## config.mk

```make
export PLATFORM = sky130hd
export DESIGN_NAME = counter_param_flat
export DESIGN_NICKNAME = d
export VERILOG_FILES = /design/src/rtl/counter_param_if.sv /design/src/rtl/counter_param.sv /design/src/flat_wrapper.sv
export SDC_FILE = /design/constraint.sdc
export NUM_CORES = 1
export LEC_CHECK = 0
export CAP_MARGIN = 20
export CORE_ASPECT_RATIO = 0.9
export CORE_UTILIZATION = 40
export CTS_CLUSTER_DIAMETER = 200
export DETAILED_ROUTE_END_ITERATION = 7
export HOLD_SLACK_MARGIN = 0.06
export SLEW_MARGIN = 25
export SYNTH_ARGS = -nofsm -noshare
export SYNTH_HDL_FRONTEND = slang
export SYNTH_SLANG_ARGS = --single-unit
```

## constraint.sdc

```tcl
create_clock -name clk -period 5.7 [get_ports clk]
set_clock_uncertainty 0.2 [all_clocks]
set_input_delay 1.14 -clock clk [delete_from_list [all_inputs] [get_ports clk]]
set_output_delay 1.14 -clock clk [all_outputs]
set_load 0.02 [all_outputs]
```

## src/rtl/counter_param_if.sv

```systemverilog
// counter_param_if: control inputs and count/flag outputs of the parametrised counter
interface counter_param_if #(
  parameter int WIDTH  = 16,
  parameter int STEP_W = 4
);
  logic              en;
  logic              load;
  logic [WIDTH-1:0]  load_val;
  logic              dir;
  logic [1:0]        mode;
  logic [STEP_W-1:0] step;
  logic [WIDTH-1:0]  limit;
  logic              clr_ovf;
  logic [WIDTH-1:0]  out;
  logic              tc;
  logic              ovf;
  logic              done;
  modport master (
    output en, load, load_val, dir, mode, step, limit, clr_ovf,
    input  out, tc, ovf, done
  );
  modport slave (
    input  en, load, load_val, dir, mode, step, limit, clr_ovf,
    output out, tc, ovf, done
  );
endinterface

```

## src/rtl/counter_param.sv

```systemverilog
// counter_param: loadable up/down counter over [0, limit] with wrap, saturate and one-shot
module counter_param #(
  parameter int WIDTH  = 16,
  parameter int STEP_W = 4
) (
  input logic            clk,
  input logic            rst_n,
  counter_param_if.slave bus
);
  logic [WIDTH-1:0] out_d, out_q, stp, diff, bval;
  logic [WIDTH:0]   sum;
  logic             tc_d, tc_q, ovf_d, ovf_q, done_d, done_q;
  logic             over, bnd, sat, os, ev;
  always_comb begin
    stp    = WIDTH'(bus.step);
    sum    = {1'b0, out_q} + {1'b0, stp};
    diff   = out_q - stp;
    over   = out_q > bus.limit;
    bnd    = over | (bus.dir ? sum > {1'b0, bus.limit} : stp > out_q);
    os     = bus.mode == 2'b10;
    sat    = bus.mode == 2'b01 | os;
    // limit when the range shrank below out, or clamping up / wrapping down
    bval   = (over | (sat == bus.dir)) ? bus.limit : '0;
    ev     = bus.en & ~done_q;
    out_d  = bus.load ? (bus.load_val > bus.limit ? bus.limit : bus.load_val)
           : !ev ? out_q : bnd ? bval : bus.dir ? sum[WIDTH-1:0] : diff;
    tc_d   = ~bus.load & ev & bnd;
    done_d = ~bus.load & (done_q | (ev & bnd & os));
    ovf_d  = (tc_d & ~os) | (ovf_q & ~bus.clr_ovf);
  end
  always_ff @(posedge clk or negedge rst_n) begin
    if (!rst_n) begin
      out_q  <= '0;
      tc_q   <= 1'b0;
      ovf_q  <= 1'b0;
      done_q <= 1'b0;
    end else begin
      out_q  <= out_d;
      tc_q   <= tc_d;
      ovf_q  <= ovf_d;
      done_q <= done_d;
    end
  end
  assign bus.out  = out_q;
  assign bus.tc   = tc_q;
  assign bus.ovf  = ovf_q;
  assign bus.done = done_q;
endmodule

```

## src/flat_wrapper.sv

```systemverilog
// flat-port wrapper written by rule: the top's interface ports become plain ports
module counter_param_flat 
#(
  parameter int WIDTH  = 16,
  parameter int STEP_W = 4
)
  (clk, rst_n, bus_en, bus_load, bus_load_val, bus_dir, bus_mode, bus_step, bus_limit, bus_clr_ovf, bus_out, bus_tc, bus_ovf, bus_done);
  counter_param_if #(.WIDTH(WIDTH), .STEP_W(STEP_W)) bus_i ();
  input logic clk;
  input logic rst_n;
  input wire logic [$bits(bus_i.en)-1:0] bus_en;
  input wire logic [$bits(bus_i.load)-1:0] bus_load;
  input wire logic [$bits(bus_i.load_val)-1:0] bus_load_val;
  input wire logic [$bits(bus_i.dir)-1:0] bus_dir;
  input wire logic [$bits(bus_i.mode)-1:0] bus_mode;
  input wire logic [$bits(bus_i.step)-1:0] bus_step;
  input wire logic [$bits(bus_i.limit)-1:0] bus_limit;
  input wire logic [$bits(bus_i.clr_ovf)-1:0] bus_clr_ovf;
  output wire logic [$bits(bus_i.out)-1:0] bus_out;
  output wire logic [$bits(bus_i.tc)-1:0] bus_tc;
  output wire logic [$bits(bus_i.ovf)-1:0] bus_ovf;
  output wire logic [$bits(bus_i.done)-1:0] bus_done;
  assign bus_i.en = bus_en;
  assign bus_i.load = bus_load;
  assign bus_i.load_val = bus_load_val;
  assign bus_i.dir = bus_dir;
  assign bus_i.mode = bus_mode;
  assign bus_i.step = bus_step;
  assign bus_i.limit = bus_limit;
  assign bus_i.clr_ovf = bus_clr_ovf;
  assign bus_out = bus_i.out;
  assign bus_tc = bus_i.tc;
  assign bus_ovf = bus_i.ovf;
  assign bus_done = bus_i.done;
  counter_param #(.WIDTH(WIDTH), .STEP_W(STEP_W)) u_core (.clk(clk), .rst_n(rst_n), .bus(bus_i));
endmodule
```

After elaboration in Yosys (flattened, before gate mapping)
Index checks and enable logic that the tools add are counted.
{"block": "word_totals", "in_bits": 44, "out_inout_bits": 19, "wordCells": 38, "register_bits": 19}
{"block": "classes", "reduce_logical": 1, "mux": 7, "bitwise_logic": 17, "addsub": 2, "eq_ne": 3, "magnitude_cmp": 4}
{"cell": "$mux W16", "n": 6}
{"cell": "$gt A16 B16 Y1", "n": 2}
{"cell": "$add A16 B4 Y17", "n": 1}
{"cell": "$gt A17 B16 Y1", "n": 1}
{"cell": "$gt A4 B16 Y1", "n": 1}
{"cell": "$sub A16 B4 Y16", "n": 1}
{"cell": "$and A1 B1 Y1", "n": 8}
{"cell": "$or A1 B1 Y1", "n": 5}
{"cell": "$not A1 Y1", "n": 4}
{"cell": "$eq A2 B1 Y1 const B", "n": 1}
{"cell": "$eq A2 B2 Y1 const B", "n": 1}
{"cell": "$reduce_bool A2 Y1", "n": 1}
{"cell": "$eq A1 B1 Y1", "n": 1}
{"cell": "$mux W1", "n": 1}

Depth between registers and ports, before layout
{"block": "logic_depth", "word_depth": 8, "mapped_depth": 19, "mapped_depth_nobuf": 17}

Worst setup path after synthesis
No wires, ideal clock.
{"block": "synth_path", "path_type": "input -> register", "from": "input bus_step[2]", "to": "register u_core.out_q[0] (netlist: u_core.bus.out[0])", "path_buffers": 2, "required_ns": 5.374, "setup_ns": 0.126, "setup_slack_ns": 1.029, "stages": 19, "arrival_time_ns": 4.345, "cell_sequence": "inv_1 ha_1 buf_2 nor2_1 o21ai_0 a21oi_1 and2_1 nand4_1 xnor2_1 ha_1 nand3_1 or2_1 nor3_1 a21oi_1 a211o_1 a21o_1 buf_6 and3_1 o32a_1"}
{"block": "synth_between", "elab_chain_cells": 7, "elab_cells_between_ends": 8, "cone_classes": "1 x add/sub; 2 x order compare; 4 x mux; 1 x bitwise"}
{"item": "start: declaration", "line_no": "flat_wrapper.sv:16", "text": "input wire logic [$bits(bus_i.step)-1:0] bus_step;"}
{"item": "$add A16 B4 Y17", "line_no": "counter_param.sv:16", "text": "sum = {1'b0, out_q} + {1'b0, stp};"}
{"item": "$gt A17 B16 Y1", "line_no": "counter_param.sv:19", "text": "bnd = over | (bus.dir ? sum > {1'b0, bus.limit} : stp > out_q);"}
{"item": "$mux W1 *", "line_no": "counter_param.sv:19"}
{"item": "$or A1 B1 Y1 *", "line_no": "counter_param.sv:19"}
{"item": "$mux W16 * (2 in series)", "line_no": "counter_param.sv:26", "text": ": !ev ? out_q : bnd ? bval : bus.dir ? sum[WIDTH-1:0] : diff;"}
{"item": "$mux W16 *", "line_no": "counter_param.sv:25", "text": "out_d = bus.load ? (bus.load_val > bus.limit ? bus.limit : bus.load_val)"}
{"item": "end signal: assignment", "line_no": "counter_param.sv:38", "text": "out_q <= out_d;"}
{"item": "end: declaration", "line_no": "counter_param.sv:10", "text": "logic [WIDTH-1:0] out_d, out_q, stp, diff, bval;"}
Mark *: on every way between the ends. The rest lies on a longest branch, timed or not. The select of a mux whose other input is x is not followed.
A chain may end at the register's enable or synchronous reset.

Worst setup path in the final report
{"block": "layout_path", "from": "input bus_step[2]", "to": "register u_core.out_q[13] (netlist: u_core.bus.out[13])"}
{"block": "layout_between", "elab_chain_cells": 7, "elab_cells_between_ends": 10, "cone_classes": "2 x add/sub; 2 x order compare; 5 x mux; 1 x bitwise"}
{"item": "$add A16 B4 Y17", "line_no": "counter_param.sv:16"}
{"item": "$gt A17 B16 Y1", "line_no": "counter_param.sv:19"}
{"item": "$mux W1", "line_no": "counter_param.sv:19"}
{"item": "$or A1 B1 Y1", "line_no": "counter_param.sv:19"}
{"item": "$mux W16 * (2 in series)", "line_no": "counter_param.sv:26"}
{"item": "$mux W16 *", "line_no": "counter_param.sv:25"}
Marks and branches as above.

==> Implementation_results.wiki <==
{| class="wikitable"
! Metric !! Value
|-
| Type of destination of the critical path || register
|-
| Endpoints failing hold || 0
|-
| Initial Utilization || 42.46%
|-
| DP HPWL || 8555 um
|-
| Clock tree from TritonCTS || done
|-
| Worst reg2reg path startpoint || u_core.bus.out[1]
|-
| Post-synth EDFFs || 0
|-
| Outcome || finished, final reports clean
|-
| Path type of the worst min-delay path || register to register
|-
| Filler Cell Count || between 700 and 800
|-
| Clock latency reported for the late side of the worst-skew pair || 0.27 ns
|-
| Number of placement rows || 30
|-
| Data required, critical path || about 5.7 ns
|-
| Vias per cell || 5.860
|-
| Detailed-routing iteration count for the pre-antenna-repair pass || 6
|-
| Number of port buffers || 62
|-
| Cell at the root of the clock tree || sky130_fd_sc_hd__clkbuf_8
|-
| Largest net degree at the start of global routing || 20
|-
| Top fanout value on the critical path || 7
|-
| Hold-fix buffer count after cts || 0
|-
| Total Routed Length || 10770 um
|-
| Xor-xnor portion of the synthesized cell area || under 10%
|-
| Deepest level of the CTS H-tree || 1
|-
| Classification of the worst setup path || primary input to register
|-
| Wire per inst || 19.13 um
|-
| Post-synthesis cell area || roughly 3300 um2
|-
| Relative max-transition margin || a little over three fifths
|-
| Count of final max-slew check failures || 0
|-
| Number of cell instances on the worst register-to-register path || 16
|-
| Weighted congestion at the end of routability-driven global placement || 0.9132
|-
| Critical path capture point || u_core.bus.out[13]
|-
| Power density of the placed cells || 281.5 nW/um2
|-
| Lkg Pwr || 1.781 nW
|-
| Initial antenna violation count || 0
|-
| First DRT Iteration DRCs || 251
|-
| Fraction of synthesized area in multiplexers || 6.784%
|-
| Overall routing resource usage || 25.71%
|-
| Dominant combinational cell family by area after synthesis || adder cells
|-
| Cell variety after synth || 58
|-
| Full die area || 8574 um2
|-
| Fraction of layout instances using a drive strength above 1 || 8.351%
|-
| Worst Setup SP || bus_step[2]
|-
| Kind of start point of the critical path || primary input
|-
| Sequential-to-total area share from yosys stat || between 10% and 20%
|-
| Register-to-register setup slack || roughly 1.3 ns
|-
| Top-level I/O count || 63
|-
| Detailed-routed wire length on met3 || 583 um
|-
| Per-instance average area after synthesis || 7.950 um2
|-
| Number of design rule violations left after detail routing || 0
|-
| Worst R2R End || u_core.bus.out[13]
|-
| Core box area || roughly 7700 um2
|-
| Deepest clock path buffer count || 2
|-
| Unrepaired setup endpoints after global routing || false
|-
| Count of non-filler cells in the finished layout || roughly 560
|-
| Setup TNS || 0 ns
|-
| Endpoint arrival time on the critical path || about 5.3 ns
|-
| YS warnings || 0
|-
| Number of setup violations in the final report || 0
|-
| Share of the clock period used by the worst path || 92.82%
|-
| Share of synthesized cell area in full adder, half adder and majority cells || between 20% and 30%
|-
| Routed met1 length || 5446 um
|-
| Via count || 3299
|-
| Area growth syn-to-layout || 22.83%
|-
| Main flop type after synthesis || sky130_fd_sc_hd__dfrtp_1
|-
| Number of global-route vias before repair || 3283
|-
| Async set or reset register ratio after synthesis || 100.0%
|-
| Yosys reg bits || 19
|-
| Cell Count Post-Placement || 559
|-
| Simple-gate area share of the yosys netlist || roughly a fifth
|-
| Post-CTS Setup Bufs || 0
|-
| Count of nets after finishing || about 570
|-
| Inserted Clock Buffers || 3
|-
| Net count of the mapped netlist || 516
|-
| Time the final worst path needs with I/O delays and setup || 5.291 ns
|-
| Power after layout || 0.001135 W
|-
| Met2 layer wire length in the routed design || between 4000 and 5000 um
|-
| Congestion Overflow GR || 0
|-
| Clock slew at reported path FFs || 0.09 ns
|-
| Global-route wire length before repair || 17140 um
|-
| Antenna cells || 0
|-
| Final core occ || around 52%
|-
| Mapped Cells || 413
|-
| Compound-cell area share of the yosys netlist || 22.60%
|-
| Die Span X || approximately 100 um
|-
| Highest Clock Rate || between 150 and 200 MHz
|-
| Max-cap violation count || 0
|-
| # clock sinks || 19
|-
| Vert. Die Dim || 87.95 um
|-
| VDD IR max || 0.0001228 V
|-
| Transition time at the pin with the least slew margin || 0.5445 ns
|-
| Detail Route Antenna Nets || 0
|-
| Top Metal Used || met4
|}
==> report_power, final <==
| group | total, W | leakage, nW | internal [W] | switching [W] |
|---|---|---|---|---|
| clock network | 0.000106 | 0.0255 | 0.0000489 | 0.0000576 |
| logic | 0.000757 | 1.53 | 0.000349 | 0.000408 |
| registers | 0.000272 | 0.228 | 0.000170 | 0.000102 |
| total | 0.00114 | 1.78 | 0.000567 | 0.000568 |
==> final cells by class <==
| cell class | instances | area (um2) | area share, % |
|---|---|---|---|
| tap | 96 | 120.1 | 2.979 |
| multi-input combinational | 337 | 2565 | 63.61 |
| inverter | 34 | 127.6 | 3.165 |
| clock inverter | 1 | 5.005 | 0.1241 |
| timing repair buffer | 73 | 698.2 | 17.31 |
| sequential | 19 | 475.5 | 11.79 |
| clock buffer | 3 | 41.29 | 1.024 |
==> worst max-delay path, stage by stage <==
cell and delay (ns):
sky130_fd_sc_hd__clkdlybuf4s50_1 0.48, sky130_fd_sc_hd__inv_1 0.05, sky130_fd_sc_hd__ha_1 0.36, sky130_fd_sc_hd__nor2_1 0.13, sky130_fd_sc_hd__o21ai_0 0.18, sky130_fd_sc_hd__a21oi_2 0.25
sky130_fd_sc_hd__and2_1 0.22, sky130_fd_sc_hd__nand4_1 0.14, sky130_fd_sc_hd__xnor2_1 0.17, sky130_fd_sc_hd__ha_1 0.31, sky130_fd_sc_hd__nand3_1 0.09, sky130_fd_sc_hd__or2_1 0.26
sky130_fd_sc_hd__nor3_1 0.24, sky130_fd_sc_hd__a21oi_1 0.11, sky130_fd_sc_hd__a211o_1 0.33, sky130_fd_sc_hd__a21o_1 0.25, sky130_fd_sc_hd__and2_1 0.22, sky130_fd_sc_hd__a221o_1 0.34
==> logic make-up after synthesis <==
kind of cell	count (synthesis)
AND/OR/NAND/NOR	130
XOR/XNOR	18
AO/OA/AOI/OAI	109
flip-flops	19
adder cells (fa/ha/maj)	59
multiplexers	21
buffers and inverters	57
==> stage by stage <==
stage	worst slack, ns	hold slack (ns)	area (um2)
floorplan	1.029	0.4249	3283
global placement	0.3421	0.3123	3988
detailed placement	0.1158	0.3370	3988
CTS	0.3837	0.3582	4034
global route	0.03557	0.3684	4033
finish	0.4095	0.3456	4033
==> how the worst min path moves through the flow <==
stage,from,to,slack (ns),cells after the start
after floorplan,u_core.bus.ovf,u_core.bus.ovf,0.42,2
after global placement,u_core.bus.done,u_core.bus.done,0.31,1
after detailed placement,u_core.bus.done,u_core.bus.done,0.34,1
after CTS,u_core.bus.done,u_core.bus.done,0.36,1
after global routing,u_core.bus.done,u_core.bus.done,0.37,1
final,u_core.bus.done,u_core.bus.done,0.35,1
==> cells in the mapped netlist, types with 4 or more instances <==
| library cell | number | area, um2 |
|---|---|---|
| sky130_fd_sc_hd__a22oi_1 | 5 | 37.54 |
| sky130_fd_sc_hd__clkbuf_1 | 12 | 45.04 |
| sky130_fd_sc_hd__dfrtp_1 | 19 | 475.5 |
| sky130_fd_sc_hd__or3_1 | 4 | 25.02 |
| sky130_fd_sc_hd__nand3_1 | 21 | 105.1 |
| sky130_fd_sc_hd__mux2i_1 | 11 | 110.1 |
| sky130_fd_sc_hd__nand2_1 | 33 | 123.9 |
| sky130_fd_sc_hd__and2_1 | 6 | 37.54 |
| sky130_fd_sc_hd__o211ai_1 | 9 | 67.56 |
| sky130_fd_sc_hd__xnor2_1 | 11 | 96.34 |
| sky130_fd_sc_hd__mux2_2 | 9 | 101.4 |
| sky130_fd_sc_hd__a21oi_1 | 39 | 195.2 |
| sky130_fd_sc_hd__nand4_1 | 12 | 75.07 |
| sky130_fd_sc_hd__xor2_1 | 7 | 61.31 |
| sky130_fd_sc_hd__nor3_1 | 9 | 45.04 |
| sky130_fd_sc_hd__inv_1 | 34 | 127.6 |
| sky130_fd_sc_hd__buf_2 | 8 | 40.04 |
| sky130_fd_sc_hd__a21o_1 | 5 | 37.54 |
| sky130_fd_sc_hd__ha_1 | 57 | 713.2 |
| sky130_fd_sc_hd__o21ai_0 | 13 | 65.06 |
| sky130_fd_sc_hd__nor2b_1 | 7 | 43.79 |
| sky130_fd_sc_hd__nor2_1 | 19 | 71.32 |
==> metal layers <==
metal / vias up / GRT usage [%]
met2: 106 / 41.32
met5: - / 0
met1: 1546 / 36.81
met3: 14 / 3.591
met4: 0 / 5.481
li1: 1633 / -
==> layout by cell type, fill, tap and decap left out, drive strengths merged, types with 12 or more instances in the layout <==
cell type and instances:
nor2 20, clkdlybuf4s50 61, buf 12, o21ai 13, nand4 12, inv 34
a21oi 42, ha 57, nand2 33, nand3 21, dfrtp 19
==> sequential cells by signal, indices dropped and copies added (netlist names) <==
signal           cells
u_core.bus.done      1
u_core.bus.tc        1
u_core.bus.out      16
u_core.bus.ovf       1
==> timing repair <==
action	in CTS	in global routing
hold endpoints to repair	0	0
resized for setup	0	1
endpoints found under the setup margin	0	2
Note: power is estimated with default switching activity, not from simulation.
